$ cat src/rtl/cdb_pkg.sv
// Shared constants, CDB bus type and grant encode/decode helpers for the CDB arbiter.
package cdb_pkg;

    localparam int NREQ       = 4;
    localparam int IDX_INT    = 0;
    localparam int IDX_LDST   = 1;
    localparam int IDX_MULT   = 2;
    localparam int IDX_DIV    = 3;

    localparam int DEF_TAG_W  = 5;
    localparam int DEF_DATA_W = 32;

    typedef struct packed {
        logic                  valid;
        logic [DEF_TAG_W-1:0]  tag;
        logic [DEF_DATA_W-1:0] data;
        logic                  branch;
        logic                  taken;
        logic [1:0]            src;
    } cdb_bus_t;

    // Index to one-hot request vector.
    function automatic logic [NREQ-1:0] idx_to_onehot(input logic [1:0] idx);
        return 4'b0001 << idx;
    endfunction

    // One-hot (or zero) grant to index; zero maps to index 0.
    function automatic logic [1:0] onehot_to_idx(input logic [NREQ-1:0] oh);
        logic [1:0] idx;
        idx = 2'd0;
        for (int i = 0; i < NREQ; i++) begin
            if (oh[i]) begin
                idx = idx | 2'(i);
            end else begin
                idx = idx;
            end
        end
        return idx;
    endfunction

endpackage

$ cat src/rtl/rr_arbiter.sv
// Generic 4-way round-robin arbiter; pointer advances past whichever index the
// parent actually granted, so external overrides still rotate fairness.
module rr_arbiter
    import cdb_pkg::*;
(
    input  logic            clock,
    input  logic            reset,
    input  logic            en,
    input  logic [NREQ-1:0] req,
    input  logic [NREQ-1:0] upd_gnt,
    output logic [NREQ-1:0] gnt
);

    logic [1:0]        r_ptr;
    logic [2*NREQ-1:0] w_dbl;
    logic [NREQ-1:0]   w_rot;
    logic [1:0]        w_off;
    logic [1:0]        w_win;
    logic              w_any;

    assign w_dbl = {req, req} >> r_ptr;
    assign w_rot = w_dbl[NREQ-1:0];
    assign w_any = |req;
    assign w_win = r_ptr + w_off;

    // First requester at or after the pointer, as an offset from the pointer.
    always_comb begin
        w_off = 2'd0;
        casez (w_rot)
            4'b???1: w_off = 2'd0;
            4'b??10: w_off = 2'd1;
            4'b?100: w_off = 2'd2;
            4'b1000: w_off = 2'd3;
            default: w_off = 2'd0;
        endcase
    end

    // Grant output, suppressed while disabled or when nobody requests.
    always_comb begin
        gnt = 4'b0000;
        if (en && w_any) begin
            gnt = idx_to_onehot(w_win);
        end else begin
            gnt = 4'b0000;
        end
    end

    // Pointer moves one past the final grant; holds when nothing is granted.
    always_ff @(posedge clock) begin
        if (reset) begin
            r_ptr <= 2'd0;
        end else if (|upd_gnt) begin
            r_ptr <= onehot_to_idx(upd_gnt) + 2'd1;
        end else begin
            r_ptr <= r_ptr;
        end
    end

endmodule

$ cat src/rtl/cdb_arbiter.sv
// Common-data-bus arbiter: grants one completing unit per cycle and registers its
// result onto the CDB. Optional macro CDB_MULT_PRIO_EN gives the multiplier absolute priority.
module cdb_arbiter
    import cdb_pkg::*;
#(
    parameter int TAG_W  = DEF_TAG_W,
    parameter int DATA_W = DEF_DATA_W
) (
    input  logic                   clock,
    input  logic                   reset,
    input  logic                   flush,
    input  logic [NREQ-1:0]        Req_valid,
    input  logic [NREQ*TAG_W-1:0]  Req_tag,
    input  logic [NREQ*DATA_W-1:0] Req_data,
    input  logic [NREQ-1:0]        Req_branch,
    input  logic [NREQ-1:0]        Req_taken,
    output logic [NREQ-1:0]        Req_gnt,
    output logic                   Cdb_valid,
    output logic [TAG_W-1:0]       Cdb_rd_tag,
    output logic [DATA_W-1:0]      Cdb_data,
    output logic                   Cdb_branch,
    output logic                   Cdb_branch_taken,
    output logic [1:0]             Cdb_src
);

    logic              w_en;
    logic              w_mult_win;
    logic [NREQ-1:0]   w_rr_gnt;
    logic [NREQ-1:0]   w_gnt;
    logic [1:0]        w_src;
    logic              w_any;
    logic [TAG_W-1:0]  w_tag;
    logic [DATA_W-1:0] w_data;

    logic              r_valid;
    logic [TAG_W-1:0]  r_tag;
    logic [DATA_W-1:0] r_data;
    logic              r_branch;
    logic              r_taken;
    logic [1:0]        r_src;

    // Reset outranks flush, and both silence the grant in their cycle.
    assign w_en = !flush && !reset;

`ifdef CDB_MULT_PRIO_EN
    // The multiplier pipeline cannot stall, so it pre-empts the rotation.
    assign w_mult_win = w_en && Req_valid[IDX_MULT];
`else
    assign w_mult_win = 1'b0;
`endif

    rr_arbiter u_rr (
        .clock   (clock),
        .reset   (reset),
        .en      (w_en),
        .req     (Req_valid),
        .upd_gnt (w_gnt),
        .gnt     (w_rr_gnt)
    );

    // Final grant: mult override when enabled, otherwise the round-robin winner.
    always_comb begin
        w_gnt = 4'b0000;
        if (w_mult_win) begin
            w_gnt = idx_to_onehot(2'(IDX_MULT));
        end else begin
            w_gnt = w_rr_gnt;
        end
    end

    assign Req_gnt = w_gnt;
    assign w_any   = |w_gnt;
    assign w_src   = onehot_to_idx(w_gnt);
    assign w_tag   = Req_tag[w_src*TAG_W +: TAG_W];
    assign w_data  = Req_data[w_src*DATA_W +: DATA_W];

    // CDB broadcast register: loads the granted payload, valid lasts one cycle.
    always_ff @(posedge clock) begin
        if (reset) begin
            r_valid  <= 1'b0;
            r_tag    <= '0;
            r_data   <= '0;
            r_branch <= 1'b0;
            r_taken  <= 1'b0;
            r_src    <= 2'd0;
        end else if (w_any) begin
            r_valid  <= 1'b1;
            r_tag    <= w_tag;
            r_data   <= w_data;
            r_branch <= Req_branch[w_src];
            r_taken  <= Req_taken[w_src];
            r_src    <= w_src;
        end else begin
            r_valid  <= 1'b0;
            r_tag    <= r_tag;
            r_data   <= r_data;
            r_branch <= r_branch;
            r_taken  <= r_taken;
            r_src    <= r_src;
        end
    end

    assign Cdb_valid        = r_valid;
    assign Cdb_rd_tag       = r_tag;
    assign Cdb_data         = r_data;
    assign Cdb_branch       = r_branch;
    assign Cdb_branch_taken = r_taken;
    assign Cdb_src          = r_src;

endmodule
$ cat config.mk
export PLATFORM = sky130hd
export DESIGN_NAME = cdb_arbiter
export DESIGN_NICKNAME = d
export VERILOG_FILES = /design/src/rtl/cdb_pkg.sv /design/src/rtl/rr_arbiter.sv /design/src/rtl/cdb_arbiter.sv
export SDC_FILE = /design/constraint.sdc
export NUM_CORES = 1
export LEC_CHECK = 0
export BUFFER_PORTS_ARGS = -buffer_cell sky130_fd_sc_hd__buf_2
export CAP_MARGIN = 10
export CORE_AREA = 4 4 86 88
export DETAILED_ROUTE_END_ITERATION = 10
export DIE_AREA = 0 0 90 92
export HOLD_SLACK_MARGIN = 0.1
export PLACE_DENSITY = 0.85
export SLEW_MARGIN = 15
export SYNTH_ARGS = -nofsm -noshare
export SYNTH_HDL_FRONTEND = slang
export SYNTH_SLANG_ARGS = --single-unit
$ cat constraint.sdc
create_clock -name clock -period 7.1 [get_ports clock]
set_clock_uncertainty 0.05 [all_clocks]
set_input_delay 0.71 -clock clock [delete_from_list [all_inputs] [get_ports clock]]
set_output_delay 0.71 -clock clock [all_outputs]
set_load 0.02 [all_outputs]
## Yosys cells after proc, flatten, opt, wreduce, memory -nomap -nowiden

Cells that the tools add are included.

| cells by class | value |
|---|---|
| $add $sub $neg | 2 |
| multipliers | 1 |
| $lt $le $gt $ge | 1 |
| equality and inequality tests | 3 |
| shifts and indexed selects | 4 |
| mux-type cells | 12 |
| reduce and logical (&&, ||, !) cells | 6 |

Operators by type and width:

| cell | count |
|---|---|
| 128-bit by 8-bit variable part select with 32-bit output | 1 |
| 20-bit by 6-bit variable part select with 5-bit output | 1 |
| 2-bit 2-to-1 mux | 4 |
| 4-bit OR reduction | 2 |
| 8-bit by 2-bit >> shifter with 4-bit output | 1 |
| 2-bit case mux with 3 select lines | 1 |
| 2-bit by 3-bit multiplier with 5-bit output, second input constant | 1 |
| 1-bit binary-select mux with 2-bit select | 2 |
| 4-bit equality test, second input constant | 1 |
| 1-bit 2-to-1 mux | 4 |
| 4-bit 2-to-1 mux | 1 |
| 1-bit by 2-bit left shift with 4-bit output, first input constant | 1 |
| 3-bit equality test, second input constant | 1 |
| 2-bit by 3-bit < comparator with 1-bit output, second input constant | 1 |
| 2-bit by 1-bit adder with 2-bit output, second input constant | 1 |
| 2-bit adder | 1 |
| 2-bit equality test, second input constant | 1 |
| 1-bit logical AND | 2 |
| 1-bit logical NOT | 2 |

| word-level totals | value |
|---|---|
| register bits | 44 |
| output and inout bits | 46 |
| logic and storage cells | 36 |

## Depth between registers and ports, before layout

Gate-level depths: netlist (run 1).

| depth | value |
|---|---|
| depth after elaboration | 12 |
| mapped depth | 13 |
| gate-level depth less buffers | 10 |

## Modules after synthesis

From an unflattened synthesis (run 1), not the netlist that was laid out.

| unflattened totals | value |
|---|---|
| cells, all modules | 459 |
| area, all modules | 3,390.8 um^2 |

Modules (own cells, without submodules):

| module | instances | cells each | area each (um^2) | sequential area each (um^2) |
|---|---|---|---|---|
| cdb_arbiter | 1 | 412 | 3,046.7 | 840.8 |
| rr_arbiter | 1 | 47 | 344.1 | 40.0 |

## Least setup slack after synthesis (run 1)

Ideal clock, no wire load.

| path | value |
|---|---|
| kind | input-to-output |
| start | input Req_valid[1] |
| end | output Req_gnt[2] |
| arrival | 2.964 ns |
| required time | 6.340 ns |
| path slack | 3.376 ns |
| cell stages on the path | 11 |
| buffers on the path | 2 |
| cells stage by stage | buf_2 > nor2b_1 > a221oi_1 > a21oi_1 > a211o_1 > ha_1 > xnor2_1 > xnor2_2 > nand2_2 > buf_2 > nor2_1 |

| on the way | value |
|---|---|
| word-level cells in the longest chain between the ends | 6 |
| elaborated cells on any way between the ends | 10 |
| those cells by class | 1 x add/sub; 3 x eq/ne; 2 x shift; 2 x mux; 2 x reduce/logical |

Ends and longest elaborated chain:

| element | line | text |
|---|---|---|
| start, declared | cdb_arbiter.sv:12 | `input logic [NREQ-1:0] Req_valid,` |
| 8-bit by 2-bit >> shifter with 4-bit output | rr_arbiter.sv:21 | `assign w_dbl = {req, req} >> r_ptr;` |
| 4-bit equality test, or another cell as far along | rr_arbiter.sv:29 | `casez (w_rot)` |
| 2-bit case mux with 3 select lines | rr_arbiter.sv:29 |  |
| 2-bit adder | rr_arbiter.sv:24 | `assign w_win = r_ptr + w_off;` |
| 1-bit by 2-bit left shift with 4-bit output | cdb_pkg.sv:24 | `return 4'b0001 << idx;` |
| 4-bit 2-to-1 mux (*) | rr_arbiter.sv:41 | `if (en && w_any) begin` |
| end, declared | cdb_arbiter.sv:17 | `output logic [NREQ-1:0] Req_gnt,` |

Mark *: on every way between the ends. The rest lies on a longest branch, timed or not.

## Worst setup path after layout (run 1)

| path | value |
|---|---|
| start | register u_rr.r_ptr[0] |
| end | output Req_gnt[1] |

| on the way | value |
|---|---|
| word-level cells in the longest chain between the ends | 6 |
| elaborated cells on any way between the ends | 8 |
| those cells by class | 1 x add/sub; 3 x eq/ne; 2 x shift; 2 x mux |

Ends and longest elaborated chain:

| element | line | text |
|---|---|---|
| start, declared | rr_arbiter.sv:14 | `logic [1:0] r_ptr;` |
| start signal, assigned | rr_arbiter.sv:53 | `r_ptr <= onehot_to_idx(upd_gnt) + 2'd1;` |
| start signal, assigned | rr_arbiter.sv:55 | `r_ptr <= r_ptr;` |
| 8-bit by 2-bit >> shifter with 4-bit output | rr_arbiter.sv:21 |  |
| 4-bit equality test, or another cell as far along | rr_arbiter.sv:29 |  |
| 2-bit case mux with 3 select lines | rr_arbiter.sv:29 |  |
| 2-bit adder (*) | rr_arbiter.sv:24 |  |
| 1-bit by 2-bit left shift with 4-bit output (*) | cdb_pkg.sv:24 |  |
| 4-bit 2-to-1 mux (*) | rr_arbiter.sv:41 |  |

Marked as above.

==> results of run 1 <==
-- metal layers --
metal	part of all wire, %	vias up
li1	-	1577
met1	37	1482
met2	53	147
met3	7.7	13
met4	1.8	0
met5	0	-
-- worst max-delay path, delay by kind of cell (launching register included) --
family                     cells  cell delay [ps]
DFF                            1              630
and+or+nand+nor                3             1180
AOI/OAI and AO/OA              3              650
buffers and inverters          1              200
adders and majority gates      1              840
-- final cells by class --
class | count | area (um2) | share of cell area, %
Timing Repair Buffer | 210 | 1056 | 26.01
Clock inverter | 1 | 30.03 | 0.7396
Multi-Input combinational cell | 241 | 1891 | 46.56
Antenna cell | 1 | 2.502 | 0.06163
Inverter | 1 | 3.754 | 0.09245
Tap cell | 80 | 100.1 | 2.465
Sequential cell | 44 | 880.8 | 21.69
Clock buffer | 7 | 96.34 | 2.373
-- final timing paths --
path / start / endpoint / slack [ps] / cells after the start
hold / removal: Cdb_src[1] / Cdb_src[1] / 400 / 2
hold reg to reg: Cdb_src[1] / Cdb_src[1] / 400 / 2
setup / recovery: u_rr.r_ptr[0] / Req_gnt[1] / 2510 / 8
setup reg to reg: u_rr.r_ptr[0] / Cdb_branch / 3200 / 9
-- cells in the mapped netlist --
master | count | area, um2
xnor2_2 | 1 | 16.27
a211o_1 | 1 | 8.760
a221oi_1 | 1 | 8.760
o31a_1 | 8 | 70.07
buf_4 | 1 | 7.510
nor2_1 | 17 | 63.81
clkbuf_1 | 12 | 45.04
dfxtp_1 | 44 | 880.8
nor4_1 | 10 | 62.56
and2_1 | 1 | 6.260
o221ai_2 | 4 | 60.06
buf_6 | 3 | 33.78
inv_1 | 1 | 3.750
nor4b_2 | 1 | 15.01
nand2_2 | 1 | 6.260
mux2_2 | 1 | 11.26
xnor2_4 | 1 | 27.53
and3_1 | 1 | 6.260
ha_1 | 1 | 12.51
a21oi_1 | 14 | 70.07
mux2i_1 | 85 | 850.8
nor3_1 | 11 | 55.05
nand2b_1 | 2 | 12.51
o221ai_1 | 29 | 254.0
a21o_1 | 1 | 7.510
xnor2_1 | 1 | 8.760
nand3b_2 | 1 | 11.26
a22o_1 | 6 | 52.55
nor2b_1 | 2 | 12.51
o22ai_2 | 1 | 12.51
nor3b_1 | 1 | 7.510
nand2_1 | 38 | 142.6
buf_2 | 14 | 70.07
-- cell usage in the layout, fill, tap and decap left out, types with 2 or more instances in the layout --
cell,synthesis,layout
o31a_1,8,8
a22o_1,6,6
nor2b_1,2,2
clkbuf_8,0,7
buf_4,1,2
o221ai_2,4,4
nand2b_1,2,2
a21oi_1,14,14
buf_2,14,208
mux2i_1,85,85
nor2_1,17,16
nor4_1,10,10
o221ai_1,29,29
nand2_2,1,2
nand2_1,38,37
dfxtp_1,44,44
nor3_1,11,11
-- power by group through the flow --
stage | clock (mW) | combinational, mW | sequential, mW
2_1_floorplan | 0 | 0.526 | 0.489
3_3_place_gp | 0 | 0.819 | 0.404
3_5_place_dp | 0 | 0.843 | 0.406
4_1_cts | 0.216 | 0.844 | 0.404
5_1_grt | 0.226 | 0.899 | 0.416
6_report | 0.213 | 0.835 | 0.407
-- sequential cells by signal, indices dropped and copies added (netlist names) --
name / cells
Cdb_branch: 1
Cdb_valid: 1
u_rr.r_ptr: 2
Cdb_branch_taken: 1
Cdb_rd_tag: 5
Cdb_src: 2
Cdb_data: 32
-- logic make-up after synthesis --
family                   after synthesis  share of synthesized area, %
multiplexers                          86                         29.58
AND/OR/NAND/NOR                       86                         13.78
AO/OA/AOI/OAI                         65                         18.68
flip-flops                            44                         30.23
buffers and inverters                 31                         5.496
XOR/XNOR                               3                         1.804
adder cells (fa/ha/maj)                1                        0.4293
==> metrics, run 1 <==
gr ovfl total=0; sequential share of power=28.0%; Startpoint Class=register; share of cells above drive strength 1=46.03%; DRT Wirelength=9.798 mm; Finished Layout Cells=585; Int Pwr=0.8245 mW; CTS tree=built; largest net degree at the start of global routing=54; CTS root buf=clkbuf_8; outcome=completed; Worst path max stage delay=840 ps; clk_lat worst skew=290 ps; HPWL after DPL=7.605 mm; max-capacitance violation count=0; GR Layer Usage met1=23.92%; CTS Hold Bufs=0; Required @ worst endpoint=6340 ps; met3 Use GR=5.906%; final period utilization=64.68%; Chip Width=90 um; Slew headroom=34.78%; # setup viols final=0; pwr/cell area=358.2 nW/um2; dpl ws=2608 ps; clock transition at the registers of the reported paths=90 ps; net count after synthesis=480; area of the mapped netlist=2914 um2; Seq cells post-synth=44; Comb power frac=57.4%; Most common cell on crit path=nor2_1; DR vias=3219; fillers=594; core box area=6644 um2; initial antenna violation count=1; routing usage on met2=42.13%; final setup margin=2507 ps; iteration-0 DRC count of the detailed router=99; # clock sinks=44; final core occ=61.11%; hold crit path type=register to register; die area=8280 um2; Final Hold Viols=0; max frequency=217.7 MHz; synth unique cells=33; # DRC=0; Rows=30; critical-path cell list=nor2_1, a221oi_1, a21oi_1, a211o_1, ha_4, nand2_2, nor2_1, buf_2; Port Buffers=208; first-pass GRT wire length=15.11 mm; Placer Congestion=0.8648; Setup TNS=0 ps; post-CTS resize count=0; area grow syn2layout=39.33%; min Tclk post-route=4593 ps; via/cell ratio=5.503; CTS buffer count=5; nets=667; RSZ-0062 raised after global routing=false; Clock Path Buffers=2; WHS=402.1 ps; Tightest Pin Transition=974.9 ps; DRT Pass-1 Iters=4; dpl cells=576; crit end category=output pin; register area share after synthesis=30.23%; Worst path slowest cell=ha_4; Clock power frac=14.6%; Synthesis Warnings=0; net switching power=0.6299 mW; Final Max Slew Viols=0; Max FO, Critical Path=53; gr usage total=22.13%; Finished Cell Area=4060 um2; Die Y=92 um; io pins=209; Final ANT Viol Nets=0; vias in the first global route=3229; gr busiest metal=met2; Net Sw Frac=43.31%; total power=1.454 mW; Max VDD drop=164.5 uV; post-DR wirelength/cell=16.75 um; htree depth=2; Initial Utilization=43.86%; Post-Synthesis Cells=316; synthesized area per cell=9.222 um2; crit path kind=register to output pin; worst path arrival time=3830 ps; postcts setup bufs=0; P_leak=2.196 nW; Area after DPL=3931 um2
No activity file was read; power rests on OpenSTA's default activity.
==> inputs of run 2 (changes only) <==
- CORE_AREA: 4 4 86 88 -> 4 4 90 92
- DIE_AREA: 0 0 90 92 -> 0 0 94 96
- PLACE_DENSITY: 0.85 -> 0.79
- clock period: 7.1 -> 4.8 ns (I/O delays scaled with it)
==> run 2 against run 1 <==
Against the previous run:
- cell area up 0.22%
- utilization decreased by 4.7 points
- die area rose by 9.0%
- critical path type unchanged
- critical path depth rose by 2
- sequential power increased by 45%
- via count is 1.9% lower
==> metrics, run 2 (synthesis results as in run 1) <==
final core occ=56.40%; P_leak=2.193 nW; vias in the first global route=3178; hold crit path type=register to register; FF-to-FF Start=u_rr.r_ptr[0]; Startpoint Class=register; area grow syn2layout=39.63%; Die Y=96 um; # setup viols final=0; reg2reg end=Cdb_rd_tag[0]; min Tclk post-route=3536 ps; # DRC=0; iteration-0 DRC count of the detailed router=98; final setup margin=1264 ps; htree depth=2; HPWL after DPL=7.587 mm; Final Max Slew Viols=0; nets=671; worst path arrival time=3010 ps; dpl ws=1516 ps; register area=880.8 um2; Finished Layout Cells=607; CTS root buf=clkbuf_8; CTS Hold Bufs=0; CTS buffer count=5; FF-to-FF path depth=10; # clock sinks=44; share of cells above drive strength 1=46.26%; Placer Congestion=0.8514; sequential share of power=28.5%; RSZ-0062 raised after global routing=false; Comb power frac=59.7%; DRT Wirelength=9.592 mm; gr ovfl total=0; clk_lat worst skew=280 ps; Clock power frac=11.8%; largest net degree at the start of global routing=35; Final Hold Viols=0; dpl cells=599; gr usage total=20.30%; total power=2.077 mW; Slew headroom=51.91%; net switching power=0.9299 mW; crit end category=output pin; max frequency=282.8 MHz; fillers=659; clock transition at the registers of the reported paths=90 ps; DRT Pass-1 Iters=4; io pins=209; pwr/cell area=510.3 nW/um2; first-pass GRT wire length=14.70 mm; Clock Path Buffers=2; most common cell after layout, fill and taps aside=buf_2; post-DR wirelength/cell=15.80 um; # diodes=0; final period utilization=73.67%; core box area=7214 um2; Tightest Pin Transition=717.8 ps; Worst Hold Path EP=Cdb_src[1]; Int Pwr=1.147 mW; Max FO, Critical Path=12; worst hold start=Cdb_src[1]; max-capacitance violation count=0; die area=9024 um2; DR vias=3159; Port Buffers=208; Max VDD drop=284.4 uV; CTS tree=built; hold depth=2; Multi-input gate area=1881 um2; Net Sw Frac=44.78%; R2R setup slack=1620 ps; crit path kind=register to output pin; Setup TNS=0 ps; post-CTS resize count=0; postcts setup bufs=0; max reg flops=32; commonest cells after routing, fill and taps aside=208 x buf_2, 85 x mux2i_1, 44 x dfxtp_1; outcome=completed; Final ANT Viol Nets=0; Chip Width=94 um; via/cell ratio=5.204; Required @ worst endpoint=4270 ps; Initial Utilization=40.39%; Rows=31; initial antenna violation count=0
run 2: layout make-up:
type / instances / share of cell area (%)
inverter: 1 / 0.09225
sequential: 44 / 21.65
tap: 99 / 3.044
timing repair buffer: 214 / 26.69
multi-input combinational: 241 / 46.22
clock buffer: 7 / 2.122
clock inverter: 1 / 0.1845
run 2: power by group through the flow:
stage               clock network (mW)  registers, mW  logic [mW]
floorplan                            0          0.724       0.779
global placement                     0          0.591        1.22
finish                           0.245          0.592        1.24
detailed placement                   0          0.595        1.24
CTS                              0.257          0.591        1.25
global route                     0.273          0.610        1.33
run 2: metal layers:
| layer | track usage [%] | share of wire, % | vias to the layer above | wire [um] |
|---|---|---|---|---|
| li1 | - | - | 1580 | - |
| met1 | 22.73 | 37 | 1434 | 3581 |
| met2 | 37.97 | 55 | 133 | 5231 |
| met3 | 4.848 | 6.7 | 12 | 643 |
| met4 | 6.137 | 1.4 | 0 | 137 |
| met5 | 0 | 0 | - | 0 |
run 2: how the worst max path moves through the flow:
stage | from | to | cells past startpoint
floorplan | Req_valid[1] | Req_gnt[2] | 11
global placement | Req_valid[0] | Req_gnt[0] | 11
detailed placement | Req_valid[0] | Cdb_data[25] | 9
CTS | u_rr.r_ptr[0] | Req_gnt[0] | 10
global route | u_rr.r_ptr[1] | Req_gnt[0] | 7
finish | u_rr.r_ptr[0] | Req_gnt[0] | 10
run 2: per-stage QoR:
step                      hold WS, ps  cell area [um2]
after floorplan                 470.6             2914
after global placement          389.9             3975
after detailed placement        391.2             3975
after CTS                       409.1             4069
after global routing            441.4             4069
final                           414.2             4069
run 2: critical path: stages, from the launching register on:
cell,delay (ps)
dfxtp_1,580
nor2_1,100
a221oi_1,290
a21oi_1,70
a211o_1,260
ha_2,220
xnor2_1,170
xnor2_2,600
nand2b_1,210
nor2_1,50
buf_2,170
